## src/rtl/vx_reduce_arbiter.sv

```systemverilog
// Shares one reduce unit between NUM_REQS issue ports, granting whole sop..eop sequences.
// A grant is released only once the eop packet is accepted and the unit has committed its eop.
module vx_reduce_arbiter #(
  parameter int NUM_REQS = 4,
  parameter int DATAW    = 64,
  parameter int TIMEOUT  = 0,
  localparam int SELW    = (NUM_REQS > 1) ? $clog2(NUM_REQS) : 1,
  localparam int WDW     = (TIMEOUT > 0) ? $clog2(TIMEOUT + 1) : 1
) (
  input  logic                      clk,
  input  logic                      reset,
  input  logic [NUM_REQS-1:0]       req_valid,
  input  logic [NUM_REQS*DATAW-1:0] req_data,
  input  logic [NUM_REQS-1:0]       req_sop,
  input  logic [NUM_REQS-1:0]       req_eop,
  output logic [NUM_REQS-1:0]       req_ready,
  output logic                      out_valid,
  output logic [DATAW-1:0]          out_data,
  output logic                      out_sop,
  output logic                      out_eop,
  input  logic                      out_ready,
  output logic [SELW-1:0]           out_sel,
  input  logic                      commit_fire,
  input  logic                      commit_eop,
  output logic                      busy,
  output logic                      stall_err
);

  typedef enum logic {IDLE = 1'b0, STREAM = 1'b1} state_t;

  state_t          state;
  logic [SELW-1:0] rr_ptr;
  logic [SELW-1:0] winner;
  logic            eop_sent;
  logic            eop_done;
  logic [WDW-1:0]  wdog;
  logic            out_fire;
  logic            eop_fire;
  logic            sent_now;
  logic            done_now;
  logic            release_now;

  // Round-robin pick: scan downward so the lowest offset from rr_ptr wins.
  always_comb begin
    winner = '0;
    for (int i = NUM_REQS - 1; i >= 0; i--) begin
      if (req_valid[(int'(rr_ptr) + i) % NUM_REQS]) begin
        winner = SELW'((int'(rr_ptr) + i) % NUM_REQS);
      end else begin
        winner = winner;
      end
    end
  end

  // Forward the granted port; after its eop is accepted nothing more passes until release.
  always_comb begin
    out_valid = 1'b0;
    out_data  = '0;
    out_sop   = 1'b0;
    out_eop   = 1'b0;
    req_ready = '0;
    if (state == STREAM) begin
      out_data           = req_data[int'(out_sel)*DATAW +: DATAW];
      out_sop            = req_sop[out_sel];
      out_eop            = req_eop[out_sel];
      out_valid          = req_valid[out_sel] & ~eop_sent;
      req_ready[out_sel] = out_ready & ~eop_sent;
    end else begin
      req_ready = '0;
    end
  end

  assign out_fire    = out_valid & out_ready;
  assign eop_fire    = out_fire & out_eop;
  assign sent_now    = eop_sent | eop_fire;
  assign done_now    = eop_done | (commit_fire & commit_eop);
  assign release_now = (state == STREAM) & sent_now & done_now;
  assign busy        = (state == STREAM);

  // Grant state machine with the two release flags and the round-robin pointer.
  always_ff @(posedge clk or negedge reset) begin
    if (!reset) begin
      state    <= IDLE;
      rr_ptr   <= '0;
      out_sel  <= '0;
      eop_sent <= 1'b0;
      eop_done <= 1'b0;
    end else begin
      case (state)
        IDLE: begin
          eop_sent <= 1'b0;
          eop_done <= 1'b0;
          if (|req_valid) begin
            out_sel <= winner;
            state   <= STREAM;
          end
        end
        STREAM: begin
          if (release_now) begin
            state    <= IDLE;
            eop_sent <= 1'b0;
            eop_done <= 1'b0;
            rr_ptr   <= (out_sel == SELW'(NUM_REQS - 1)) ? '0 : out_sel + SELW'(1);
          end else begin
            eop_sent <= sent_now;
            eop_done <= done_now;
          end
        end
        default: state <= IDLE;
      endcase
    end
  end

  // Progress watchdog: saturating counter, sticky error flag.
  always_ff @(posedge clk or negedge reset) begin
    if (!reset) begin
      wdog      <= '0;
      stall_err <= 1'b0;
    end else if (TIMEOUT == 0) begin
      wdog <= '0;
    end else if ((state != STREAM) || out_fire || commit_fire || release_now) begin
      wdog <= '0;
    end else if (wdog >= WDW'(TIMEOUT - 1)) begin
      stall_err <= 1'b1;
    end else begin
      wdog <= wdog + WDW'(1);
    end
  end

endmodule

```

## config.mk

```make
export PLATFORM = sky130hd
export DESIGN_NAME = vx_reduce_arbiter
export DESIGN_NICKNAME = d
export VERILOG_FILES = /design/src/rtl/vx_reduce_arbiter.sv
export SDC_FILE = /design/constraint.sdc
export NUM_CORES = 1
export LEC_CHECK = 0
export ABC_AREA = 1
export CAP_MARGIN = 5
export CORE_AREA = 2 2 135 137
export DETAILED_ROUTE_END_ITERATION = 8
export DIE_AREA = 0 0 137 139
export PLACE_DENSITY_LB_ADDON = 0.2
export REMOVE_ABC_BUFFERS = 1
export SLEW_MARGIN = 40
export SYNTH_ARGS = -nofsm -noshare
export SYNTH_HDL_FRONTEND = slang
export SYNTH_SLANG_ARGS = --single-unit
```

## constraint.sdc

```tcl
create_clock -name clk -period 1.5 [get_ports clk]
set_input_delay 0.3 -clock clk [delete_from_list [all_inputs] [get_ports clk]]
set_output_delay 0.3 -clock clk [all_outputs]
set_load 0.1 [all_outputs]
```

==> flow_summary_export.csv <==
group,metric,value,unit
synth,ys_ff_latch,7,
route,drt_iter0_markers,170,
grt,grt_pass1_wl,27.54,mm
sta,worst_slack,-0.5848,ns
sta,setup_viol,78,
synth,synthCells,616,
synth,synth_top_area_cell,"nor2_1",
synth,synth_area_leaders,"nor2_1, o21ai_0, a21oi_1",
clock_network,clock_path_buffers,2,
job,maxCapViolations,0,
synth,syn-mean-instance-area,4.666,um^2
layout,layout.nets,1263,
grt,grt_max_degree,52,
clock_network,ctsHtreeMaxLevel,1,
sta,timing.fmax,479.7,MHz
route,wl_per_cell,15.84,um
critical_path,crit_slowest_cell,"dfrtp_4",
clock_network,cts_tree,"built",
synth,synth_top_area_share,34.87,%
run_status,status,"complete, but fails checks",
critical_path,cp.buffers_inverters,4,
synth,syn-cell-area,2874,um^2
synth,yosys-top-cells-count,"nor2_1, o21ai_0, a21oi_1",
critical_path,reg2reg_depth,11,
synth,yosysUniqueCellTypes,24,
run_status,violations,"negative setup slack",
placed_design,gp_congestion,0.8413,
grt,antenna_found_initial,0,
critical_path,crit_path_start_kind,"register",
route,via_per_inst,4.386,
synth,yosys.cell_count.top_type,"nor2_1",
sta,finalSetupTns,-35.55,ns
route,dr.pass1.iters,7,
floorplanning,die-area,19040,um^2
critical_path,crit_path_cell_trace,"buf_4 -> clkbuf_16 -> buf_4 -> nor2_1 -> nor2_1 -> o21ai_0 -> a21oi_1 -> buf_12",
critical_path,cp_max_fo,5,
grt,grt_pass1_vias,5265,
critical_path,r2r_slack,-0.34,ns
floorplanning,core,17660,um^2
floorplanning,fp.dieH,139,um
layout,design_area,8569,um^2
synth,synth-edff-count,0,
floorplanning,start_util,16.28,%
sta,fin_skew,0.002175,ns
power,p_leak,3.503,nW
route,drc,0,
placed_design,place_hpwl,14.18,mm
clock_network,hold_buffers,0,
synth,synth_flop_cell,"dfrtp_1",
placed_design,place_area,7750,um^2
floorplanning,ioPinCount,348,
critical_path,cpPeakStageDelay,0.49,ns
critical_path,required,1.20,ns
sta,slew_violations,0,
clock_network,clk_latency,0.23,ns
synth,async_flop_share,100.0,%
critical_path,rr_endpoint,"eop_sent$_DFF_PN0_",
clock_network,root_buffer,"clkbuf_16",
clock_network,cts_buffers,3,
critical_path,critical-path-top-delay-family,"buffers and inverters",
synth,synth.yosys.seq_area_share,6.095,%
layout,syn2layout_area_growth,198.2,%
critical_path,crit_arrival,1.78,ns
power,max-vdd-ir-drop,0.002407,V
grt,groute.usage.overall,18.02,%
placed_design,port_buffers,346,
critical_path,crit_start,"out_sel[0]$_DFFE_PN0P_",
sta,rsz0062_at_grt,"true",
power,p_per_area,2792,nW/um^2
critical_path,rr_startpoint,"out_sel[0]$_DFFE_PN0P_",
layout,diodes,0,
route,routed-via-count,5325,
placed_design,dp_slack,-0.3826,ns
floorplanning,row_count,49,
route,routed_wl,19.23,mm
grt,overflow,0,
clock_network,clk_pin_slew,0.04,ns
sta,holdWs,0.3427,ns
synth,ys_warn_count,0,
sta,min_period,2.085,ns
hold_path,hold_path.class,"input port to async pin",
critical_path,cp-end-kind,"primary output",
layout,drive_above_1_share,25.58,%
floorplanning,die_x,137,um
clock_network,cts_sinks,7,
route,drtAntennaViolNets,0,
sta,fin_crit_sh,139.0,%
sta,hold_viol_final,0,
critical_path,critPathKind,"register to primary output",
## per-stage QoR
stage               util (%)  std cells  power, mW
detailed placement     43.89       1192      21.55
CTS                    46.12       1202      22.95
global route           48.53       1214      24.97
global placement       43.89       1192      21.50
finish                 48.53       1214      23.93
floorplan                  -        563      11.19
## cells by family after synthesis
group | share of synthesized area (%)
AO/OA/AOI/OAI | 35.87
XOR/XNOR | 0.6096
other | 0.1305
buffers and inverters | 11.80
AND/OR/NAND/NOR | 43.75
adder cells (fa/ha/maj) | 1.741
flip-flops | 6.095
## routing by layer
layer / track usage, % / vias to the layer above / share of wire, %
met5: 0 / - / 0
met4: 3.907 / 0 / 2.4
met3: 3.509 / 33 / 7.4
met2: 33.94 / 213 / 51
met1: 20.61 / 2332 / 39
li1: - / 2747 / -
## registers in the layout, indices dropped and copies added (netlist names)
register / count
busy: 1
eop_done: 1
eop_sent: 1
out_sel: 2
rr_ptr: 2
## power breakdown
group	internal, mW	switching [mW]
sequential	0.279	0.168
clock	0.354	0.103
combinational	8.76	14.3
## final cells by class
type | instances | area [um^2]
Clock buffer | 4 | 78.83
Fill cell | 1749 | 9087
Inverter | 20 | 87.58
Multi-Input combinational cell | 536 | 2710
Sequential cell | 7 | 181.4
Tap cell | 229 | 286.5
Timing Repair Buffer | 418 | 5225
## layout by cell type (no fill, tap or decap), types with 3 or more instances in the layout
| cell type | Yosys | routed |
|---|---|---|
| a21oi_2 | 0 | 48 |
| buf_4 | 7 | 36 |
| buf_6 | 2 | 4 |
| a21oi_1 | 67 | 18 |
| o21ai_2 | 0 | 3 |
| nand3_1 | 17 | 11 |
| nand2_1 | 38 | 28 |
| nor2_1 | 267 | 246 |
| ha_1 | 4 | 3 |
| nor2_4 | 0 | 3 |
| buf_12 | 0 | 93 |
| clkbuf_16 | 0 | 11 |
| nand3_2 | 1 | 7 |
| o21ai_1 | 17 | 87 |
| nor2_2 | 0 | 18 |
| clkdlybuf4s50_1 | 0 | 271 |
| dfrtp_1 | 7 | 4 |
| nand2_2 | 1 | 10 |
| o21ai_0 | 117 | 44 |
| inv_1 | 18 | 15 |
## worst reg2reg max path: cells and delay by family, from the launching register on
kind | cells | cell delay [ns]
simple gates | 5 | 0.45
buf+inv | 5 | 0.60
compound gates | 1 | 0.20
flops | 1 | 0.53
## timing repair
item,in CTS,in global routing
cloned,2,7
endpoints found under the hold margin,0,0
endpoints found under the setup margin,77,80
resized for setup,101,90
buffers inserted,4,5
pin swaps,33,29
## worst max path at each step
stage	to	slack, ns	cells past startpoint
floorplan	out_valid	-5.30	4
global placement	out_data[19]	-0.38	6
detailed placement	out_data[19]	-0.38	5
CTS	out_data[34]	-0.54	7
global route	out_data[9]	-0.65	8
finish	out_data[9]	-0.58	8
Note: power is estimated with default switching activity, not from simulation.
